**config.mk**
```make
export PLATFORM = sky130hd
export DESIGN_NAME = fir_out_requant
export DESIGN_NICKNAME = d
export VERILOG_FILES = /design/src/rtl/fir_pkg.sv /design/src/rtl/fir_sync_fifo.sv /design/src/rtl/fir_out_requant.sv
export SDC_FILE = /design/constraint.sdc
export NUM_CORES = 1
export LEC_CHECK = 0
export CORE_AREA = 5 5 77 114
export DETAILED_ROUTE_END_ITERATION = 8
export DIE_AREA = 0 0 82 119
export PLACE_DENSITY = 0.7
export SETUP_SLACK_MARGIN = 0.1
export SLEW_MARGIN = 20
export SYNTH_ARGS = -nofsm -noshare
export SYNTH_HDL_FRONTEND = slang
export SYNTH_SLANG_ARGS = --single-unit
```
**constraint.sdc**
```tcl
create_clock -name clk -period 6.15 [get_ports clk]
set_clock_uncertainty 0.05 [all_clocks]
set_input_delay 1.845 -clock clk [delete_from_list [all_inputs] [get_ports clk]]
set_output_delay 1.845 -clock clk [all_outputs]
set_load 0.005 [all_outputs]
```
**src/rtl/fir_pkg.sv**
```systemverilog
// fir_pkg: shared constants and helpers for the FIR output requantiser.
//   Y_N_SIZE_D / OUT_SIZE_D : default input / output sample widths
//   SAT_MAX / SAT_MIN       : clamp limits of a signed OUT_SIZE_D sample
//   sat_round()             : rounding right-shift followed by saturation
package fir_pkg;

  localparam int Y_N_SIZE_D = 14;
  localparam int OUT_SIZE_D = 8;
  localparam int SAT_MAX    = (2 ** (OUT_SIZE_D - 1)) - 1;
  localparam int SAT_MIN    = -(2 ** (OUT_SIZE_D - 1));

  // Shift right by 'shift' rounding half toward +inf, then clamp to a signed
  // out_size-bit range. With shift=0 this is a pure clamp.
  function automatic int sat_round(input int value, input int shift,
                                   input int out_size = OUT_SIZE_D);
    int t;
    int hi;
    int lo;
    t  = (shift > 0) ? ((value + (1 << (shift - 1))) >>> shift) : value;
    hi = (1 << (out_size - 1)) - 1;
    lo = -(1 << (out_size - 1));
    if (t > hi)      t = hi;
    else if (t < lo) t = lo;
    return t;
  endfunction

endpackage

```
**src/rtl/fir_sync_fifo.sv**
```systemverilog
// fir_sync_fifo: synchronous first-word-fall-through FIFO.
//   push/push_data : write request; accepted when not full, or when full and
//                    a pop happens on the same edge
//   pop            : remove head; ignored while empty
//   pop_data       : head entry, 0 while empty
//   full/empty     : occupancy status
//   level          : occupancy 0..DEPTH
//   drop           : push rejected this cycle (full, no pop)
module fir_sync_fifo #(
  parameter  int WIDTH = 8,
  parameter  int DEPTH = 4,
  localparam int AW    = $clog2(DEPTH),
  localparam int LW    = AW + 1
) (
  input  logic             clk,
  input  logic             reset,
  input  logic             push,
  input  logic [WIDTH-1:0] push_data,
  input  logic             pop,
  output logic [WIDTH-1:0] pop_data,
  output logic             full,
  output logic             empty,
  output logic [LW-1:0]    level,
  output logic             drop
);

  logic [WIDTH-1:0] mem [DEPTH];
  logic [AW-1:0]    wr_ptr;
  logic [AW-1:0]    rd_ptr;
  logic [LW-1:0]    cnt;
  logic             pop_ok;
  logic             push_ok;

  assign empty    = (cnt == '0);
  assign full     = (cnt == LW'(DEPTH));
  assign pop_ok   = pop && !empty;
  // A pop on the same edge frees the slot the push needs.
  assign push_ok  = push && (!full || pop_ok);
  assign drop     = push && !push_ok;
  assign pop_data = empty ? '0 : mem[rd_ptr];
  assign level    = cnt;

  // Storage needs no reset: contents are only visible while non-empty.
  always_ff @(posedge clk) begin
    if (push_ok) mem[wr_ptr] <= push_data;
  end

  always_ff @(posedge clk) begin
    if (reset) begin
      wr_ptr <= '0;
      rd_ptr <= '0;
      cnt    <= '0;
    end else begin
      if (push_ok) wr_ptr <= wr_ptr + AW'(1);
      if (pop_ok)  rd_ptr <= rd_ptr + AW'(1);
      case ({push_ok, pop_ok})
        2'b10:   cnt <= cnt + LW'(1);
        2'b01:   cnt <= cnt - LW'(1);
        default: ;
      endcase
    end
  end

endmodule

```
**src/rtl/fir_out_requant.sv**
```systemverilog
// fir_out_requant: FIR output requantiser.
//   y_n/y_valid/shift : filter output, its strobe and the rounding shift
//   m_tdata/m_tvalid  : FWFT stream of saturated OUT_SIZE-bit samples
//   m_tready          : consumer pop
//   level             : FIFO occupancy
//   sat_flag/ovf_flag : sticky clip / drop indicators, cleared by clr_flags
// Stage 1 registers the rounded shift, stage 2 clamps and pushes.
module fir_out_requant
  import fir_pkg::*;
#(
  parameter  int Y_N_SIZE   = Y_N_SIZE_D,
  parameter  int OUT_SIZE   = OUT_SIZE_D,
  parameter  int SHIFT_W    = 3,
  parameter  int FIFO_DEPTH = 4,
  localparam int LVL_W      = $clog2(FIFO_DEPTH) + 1
) (
  input  logic                clk,
  input  logic                reset,
  input  logic [Y_N_SIZE-1:0] y_n,
  input  logic                y_valid,
  input  logic [SHIFT_W-1:0]  shift,
  output logic [OUT_SIZE-1:0] m_tdata,
  output logic                m_tvalid,
  input  logic                m_tready,
  output logic [LVL_W-1:0]    level,
  output logic                sat_flag,
  output logic                ovf_flag,
  input  logic                clr_flags
);

  // One guard bit so y_n + rnd cannot wrap.
  localparam int RW = Y_N_SIZE + 1;

  logic signed [RW-1:0] y_ext;
  logic signed [RW-1:0] rnd;
  logic signed [RW-1:0] sum;
  logic signed [RW-1:0] r;
  logic                 v1;

  always_comb begin
    y_ext = {y_n[Y_N_SIZE-1], y_n};
    rnd   = '0;
    if (shift != '0) rnd[shift - SHIFT_W'(1)] = 1'b1;
    sum   = y_ext + rnd;
  end

  always_ff @(posedge clk) begin
    if (reset) begin
      v1 <= 1'b0;
      r  <= '0;
    end else begin
      v1 <= y_valid;
      if (y_valid) r <= sum >>> shift;
    end
  end

  // Stage 2: clamp (sat_round with shift 0 is a pure clamp).
  int                  r_int;
  int                  sat_int;
  logic                clipped;
  logic [OUT_SIZE-1:0] sample;

  always_comb begin
    r_int   = int'(r);
    sat_int = sat_round(r_int, 0, OUT_SIZE);
    clipped = (sat_int != r_int);
    sample  = sat_int[OUT_SIZE-1:0];
  end

  logic full;
  logic empty;
  logic drop;

  fir_sync_fifo #(
    .WIDTH (OUT_SIZE),
    .DEPTH (FIFO_DEPTH)
  ) u_fifo (
    .clk       (clk),
    .reset     (reset),
    .push      (v1),
    .push_data (sample),
    .pop       (m_tready),
    .pop_data  (m_tdata),
    .full      (full),
    .empty     (empty),
    .level     (level),
    .drop      (drop)
  );

  assign m_tvalid = !empty;

  // Later assignments win, so a set on the same edge overrides a clear.
  always_ff @(posedge clk) begin
    if (reset) begin
      sat_flag <= 1'b0;
      ovf_flag <= 1'b0;
    end else begin
      if (clr_flags) begin
        sat_flag <= 1'b0;
        ovf_flag <= 1'b0;
      end
      if (v1 && clipped) sat_flag <= 1'b1;
      if (drop)          ovf_flag <= 1'b1;
    end
  end

endmodule
```
## Word level (Yosys, flattened, before mapping)

Memories as Yosys holds them, arrays and structs flattened. A register that Yosys moved wholly into a read port is not among the register bits.
Index checks and enable logic that the tools add are counted.

- Bits in writable memories: 32
- Logic and storage cells: 51
- Register bits after elaboration: 25
- Input port bits: 22
- Memories kept: 1

Memories:

| name | depth | bits a word | rd ports | clocked after memory_dff | wr ports | line | RTL |
|---|---|---|---|---|---|---|---|
| u_fifo.mem | 4 | 8 | 1 | 1 | 1 | fir_sync_fifo.sv:27 | `logic [WIDTH-1:0] mem [DEPTH];` |

- Reduce and logical (&&, ||, !) cells: 14
- Eq/ne operators: 4
- Magnitude comparators: 4
- Muxes and demuxes: 14
- $add $sub $neg: 6
- Shift-type cells: 1

Operators by type and width:

| operator | number |
|---|---|
| two-way mux 32 bit | 2 |
| inequality test 32 x 15 -> 1 bit | 1 |
| two-way mux 8 bit | 2 |
| adder 14 x 9 -> 15 bit | 1 |
| > comparator 15 x 8 -> 1 bit, second input constant | 1 |
| < comparator 15 x 8 -> 1 bit, second input constant | 1 |
| >>> shifter 15 x 3 -> 15 bit | 1 |
| two-way mux 1 bit | 6 |
| one-hot mux 3 bit (2 select lines) | 1 |
| nonzero test 2 bit | 3 |
| subtractor 3 x 1 -> 3 bit, second input constant | 2 |
| logical AND 1 bit | 5 |
| < comparator 3 x 5 -> 1 bit, second input constant | 1 |
| adder 2 x 1 -> 2 bit, second input constant | 2 |
| two-way mux 2 bit | 2 |
| adder 3 x 1 -> 3 bit, second input constant | 1 |
| demux 1 bit (select 3 bit) | 1 |
| == test 3 bit, second input constant | 1 |
| greater-or-equal comparator 3 x 1 -> 1 bit, second input constant | 1 |
| zero test 1 bit | 3 |
| zero test 3 bit | 1 |
| nonzero test 3 bit | 1 |
| == test 2 x 1 -> 1 bit, second input constant | 1 |
| == test 2 bit, second input constant | 1 |
| logical OR 1 bit | 1 |

## Depth between registers and ports, before layout

- Depth in word-level cells: 8
- Mapped depth: 17

## Modules after synthesis

A second synthesis with hierarchy kept.

- Cell total of the unflattened synthesis: 390
- Area, all modules: 3798.6 µm²

By module, submodules not included:

| module | cells an instance | area an instance (µm²) | sequential area each (µm²) | times used |
|---|---|---|---|---|
| fir_out_requant | 271 | 1970.6 | 360.3 | 1 |
| fir_sync_fifo | 119 | 1828.0 | 1141.1 | 1 |

## Worst setup path before layout

No wires, ideal clock.

- Kind: input to register
- Start point: in shift[1]
- End point: reg r[7]
- Data arrival time: 5381 ps
- Path slack: 631 ps
- Stages on the path: 15
- Required time: 6012 ps
- Buffers on the path: 2
- Cell sequence: clkbuf_1 > inv_1 > buf_1 > ha_1 > nor3_1 > a21oi_1 > or2_2 > fa_1 > nor2b_1 > o2111ai_2 > a211oi_1 > a211oi_1 > a21o_1 > a221o_1 > a311oi_2

- Word-level cells in the longest chain between the ends: 8
- Elaborated cells between the ends (all ways): 10
- Classes of those cells: add/sub (2); order compare (2); shift (1); mux (3); reduce/logical (2)

Ends and longest elaborated chain:

| element | line | RTL |
|---|---|---|
| from (decl) | fir_out_requant.sv:21 | `input logic [SHIFT_W-1:0] shift,` |
| subtractor 3 x 1 -> 3 bit | fir_out_requant.sv:43 | `if (shift != '0) rnd[shift - SHIFT_W'(1)] = 1'b1;` |
| < comparator 3 x 5 -> 1 bit (implied by the code) or greater-or-equal comparator 3 x 1 -> 1 bit (tied branches) | fir_out_requant.sv:43 |  |
| logical AND 1 bit (implied by the code) | fir_out_requant.sv:43 |  |
| two-way mux 1 bit (implied by the code) | fir_out_requant.sv:43 |  |
| demux 1 bit (select 3 bit) | fir_out_requant.sv:43 |  |
| two-way mux 8 bit | fir_out_requant.sv:43 |  |
| adder 14 x 9 -> 15 bit | fir_out_requant.sv:44 | `sum = y_ext + rnd;` |
| >>> shifter 15 x 3 -> 15 bit * | fir_out_requant.sv:53 | `if (y_valid) r <= sum >>> shift;` |
| to (signal assigned) | fir_out_requant.sv:53 |  |
| to (decl) | fir_out_requant.sv:37 | `logic signed [RW-1:0] r;` |

Mark *: on every way between the ends. The rest lies on a longest branch, timed or not.
A chain may end at the register's enable or synchronous reset.

## Worst setup path in the final report

- Start point: in shift[0]
- End point: reg r[3]

The elaborated chain is that of the path after synthesis.

==> load_flow_metrics.sql <==
INSERT INTO impl_metrics (metric_group, metric, value, unit) VALUES
('logic_synthesis', 'sequential_share_of_the_synthesized_area', '40.5', '%'),
('finish', 'diodes', '0', ''),
('logic_synthesis', 'synth_ff_type', 'sky130_fd_sc_hd__edfxtp_1', ''),
('logic_synthesis', 'synth.area.mux_share', '11.1', '%'),
('logic_synthesis', 'yosysTopAreaCellShare', '25.9', '%'),
('clock_tree', 'cts_hold_repair.buffers', '0', ''),
('critical_path', 'timing.reg2reg.worst_path_depth', '9', ''),
('logic_synthesis', 'combinational_family_with_the_most_area_after_synthesis', 'compound AO/OA/AOI/OAI gates', ''),
('place', 'placement.io_buffers', '35', ''),
('critical_path', 'crit_path_end_kind', 'register', ''),
('detailed_routing', 'route.vias.total', '2829', ''),
('clock_tree', 'clock_path_buffers', '2', ''),
('critical_path', 'max_stage_delay', '0.49', 'ns'),
('critical_path', 'critical-path-slowest-cell', 'sky130_fd_sc_hd__clkdlybuf4s50_1', ''),
('logic_synthesis', 'synth-edff-count', '32', ''),
('sta', 'max-slew-margin-rel', '45.1', '%'),
('global_routing', 'grt-busiest-layer', 'met2', ''),
('detailed_routing', 'drc', '0', ''),
('critical_path', 'critical-path-top-delay-family', 'compound AO/OA/AOI/OAI gates', ''),
('clock_tree', 'root_buffer', 'sky130_fd_sc_hd__clkbuf_16', ''),
('power_and_ir_drop', 'p_sw_share', '27.5', '%'),
('sta', 'max_clock_freq', '184', 'MHz'),
('logic_synthesis', 'synth-async-reset-ratio', '0', '%'),
('global_routing', 'met1_usage', '16.2', '%'),
('critical_path', 'critical_path.max_fanout', '7', ''),
('logic_synthesis', 'synth_compound_gate_area_share', '18.2', '%'),
('power_and_ir_drop', 'net_switching_power_figure', '368', 'uW'),
('critical_path', 'timing.rr.start', 'u_fifo.level[0]', ''),
('sta', 'setup_viol', '0', ''),
('critical_path', 'worst-path-stages', '16', ''),
('logic_synthesis', 'yosysMostFrequentCell', 'sky130_fd_sc_hd__nor2_1', ''),
('floorplanning', 'die_x', '82', 'um'),
('logic_synthesis', 'ys_top_cells_by_count', '37 x sky130_fd_sc_hd__nor2_1, 32 x sky130_fd_sc_hd__edfxtp_1, 27 x sky130_fd_sc_hd__dfxtp_1', ''),
('logic_synthesis', 'synthesis.area', '0.00371', 'sq mm'),
('clock_tree', 'post_cts_buffers', '0', ''),
('global_routing', 'gr-usage-met3', '2.79', '%'),
('logic_synthesis', 'syn_nets', '406', ''),
('detailed_routing', 'drt_pass1_iterations', '4', ''),
('clock_tree', 'cts_inserted_buffers', '9', ''),
('sta', 'hold_ws', '0.450', 'ns'),
('logic_synthesis', 'avgSynthCellArea', '10.1', 'sq um'),
('min_path', 'hp-class', 'reg2reg', ''),
('clock_tree', 'path_clk_slew', '0.05', 'ns'),
('detailed_routing', 'post_drt_wl_per_cell', '15.0', 'um'),
('global_routing', 'grt_overflow', '0', ''),
('logic_synthesis', 'yosys.area_share.adder', '6.48', '%'),
('finish', 'area_occupied_by_multi_input_gates', '0.00202', 'sq mm'),
('floorplanning', 'dieArea', '0.00976', 'sq mm'),
('critical_path', 'list_of_cells_traversed_by_the_critical_path', 'clkdlybuf4s50_1 -> inv_2 -> ha_1 -> nor3_1 -> a21oi_1 -> nor2_1 -> ha_1 -> inv_1 -> fa_1 -> nor2b_1 -> o2111ai_2 -> a211oi_1 -> a211oi_1 -> a21o_1 -> a221o_1 -> a311oi_1', ''),
('critical_path', 'critPathCapture', 'r[3]', ''),
('sta', 'worst_pin_slew', '0.821', 'ns'),
('power_and_ir_drop', 'power.sequential.fraction', '36.9', '%'),
('global_routing', 'groute.layer.met2.usage', '32.5', '%'),
('detailed_routing', 'routed_via_density', '5.59', ''),
('logic_synthesis', 'synth_cell_types', '63', ''),
('logic_synthesis', 'yosys_warning_total', '0', ''),
('critical_path', 'timing.critical_path.required', '6.32', 'ns'),
('floorplanning', 'io_pins', '36', ''),
('critical_path', 'critical_path.startpoint', 'shift[0]', ''),
('place', 'globalplace.congestion', '0.883', ''),
('power_and_ir_drop', 'static-leakage-power', '1.59', 'nW'),
('status', 'run_status', 'complete, no violations', ''),
('job', 'drv.max_cap_violation_count', '0', ''),
('sta', 'hold_viol_final', '0', ''),
('finish', 'drive_above_1_share', '12.9', '%'),
('global_routing', 'grt_antenna_before_repair', '0', ''),
('power_and_ir_drop', 'p_int', '971', 'uW'),
('detailed_routing', 'drt-initial-drc-count', '82', ''),
('clock_tree', 'cts_resized', '0', ''),
('power_and_ir_drop', 'vdd_drop_max', '175', 'uV'),
('clock_tree', 'clkSinkCount', '59', '');
==> state kept, by name (all words and copies together) (netlist names), named ones only <==
register,cells
v1,1
sat_flag,1
u_fifo.mem,32
ovf_flag,1
u_fifo.level,3
u_fifo.wr_ptr,2
u_fifo.rd_ptr,2
r,15
==> layout by cell type, fill, tap and decap left out, types with 3 or more instances in the layout <==
master,n
sky130_fd_sc_hd__o21ai_0,17
sky130_fd_sc_hd__nor3_1,11
sky130_fd_sc_hd__clkbuf_16,9
sky130_fd_sc_hd__nor2b_1,4
sky130_fd_sc_hd__xor2_1,5
sky130_fd_sc_hd__nor2_1,37
sky130_fd_sc_hd__nand3_1,4
sky130_fd_sc_hd__o21a_1,4
sky130_fd_sc_hd__a221o_1,3
sky130_fd_sc_hd__clkdlybuf4s50_1,35
sky130_fd_sc_hd__a21o_1,4
sky130_fd_sc_hd__mux2i_1,8
sky130_fd_sc_hd__edfxtp_1,32
sky130_fd_sc_hd__dfxtp_1,27
sky130_fd_sc_hd__and2_1,13
sky130_fd_sc_hd__a311oi_1,4
sky130_fd_sc_hd__a211oi_1,10
sky130_fd_sc_hd__nand2b_1,3
sky130_fd_sc_hd__ha_1,16
sky130_fd_sc_hd__buf_4,6
sky130_fd_sc_hd__a21oi_1,17
sky130_fd_sc_hd__inv_1,25
sky130_fd_sc_hd__mux4_2,14
sky130_fd_sc_hd__xnor2_1,11
sky130_fd_sc_hd__nand2_1,26
==> logic make-up (layout without fill, tap and decap cells) <==
group                    Yosys count  in the layout
buffers and inverters             46             84
flip-flops                        59             59
AO/OA/AOI/OAI                     90             90
multiplexers                      23             23
adder cells (fa/ha/maj)           18             18
AND/OR/NAND/NOR                  114            114
XOR/XNOR                          16             16
==> cell type report <==
type                    instances  share of cell area [%]
clock buffers                  12                    5.79
clock inverters                 4                   0.537
inverters                      27                    2.29
multi-input cells             261                    45.7
flip-flops and latches         59                    33.9
well taps                     102                    2.88
repair buffers                 41                    8.93
==> metrics by stage <==
step / instance area [sq um] / total power, mW / worst slack, ns / utilization, %
2_1_floorplan: 3710 / 0.745 / 0.631 / -
3_3_place_gp: 4150 / 0.893 / 0.472 / 54.5
3_5_place_dp: 4150 / 0.902 / 0.352 / 54.5
4_1_cts: 4430 / 1.36 / 0.672 / 58.2
5_1_grt: 4430 / 1.42 / 0.339 / 58.2
6_report: 4430 / 1.34 / 0.701 / 58.2
==> power by group through the flow <==
stage / clock (mW) / sequential [mW] / combinational, mW
after floorplan: 0 / 0.482 / 0.263
after global placement: 0 / 0.502 / 0.391
after detailed placement: 0 / 0.503 / 0.398
after CTS: 0.461 / 0.496 / 0.400
after global routing: 0.480 / 0.502 / 0.436
final: 0.452 / 0.494 / 0.393
==> worst min-delay path: stages, from the launching register on <==
cell	delay [ns]
sky130_fd_sc_hd__dfxtp_1	0.31
sky130_fd_sc_hd__inv_1	0.05
sky130_fd_sc_hd__o32ai_1	0.08
==> per-layer routing <==
| metal | vias to the layer above | routed length, um |
|---|---|---|
| met3 | 17 | 214 |
| met2 | 54 | 4350 |
| met1 | 1339 | 2780 |
| met5 | - | 0 |
| li1 | 1419 | - |
| met4 | 0 | 227 |
==> how the worst min path moves through the flow <==
stage | start | to | depth (start not counted)
floorplan | r[11] | r[11] | 2
global placement | r[4] | r[4] | 2
detailed placement | r[4] | r[4] | 2
CTS | r[4] | r[4] | 2
global route | r[11] | r[11] | 2
finish | r[11] | r[11] | 2
Note: power is estimated with default switching activity, not from simulation.
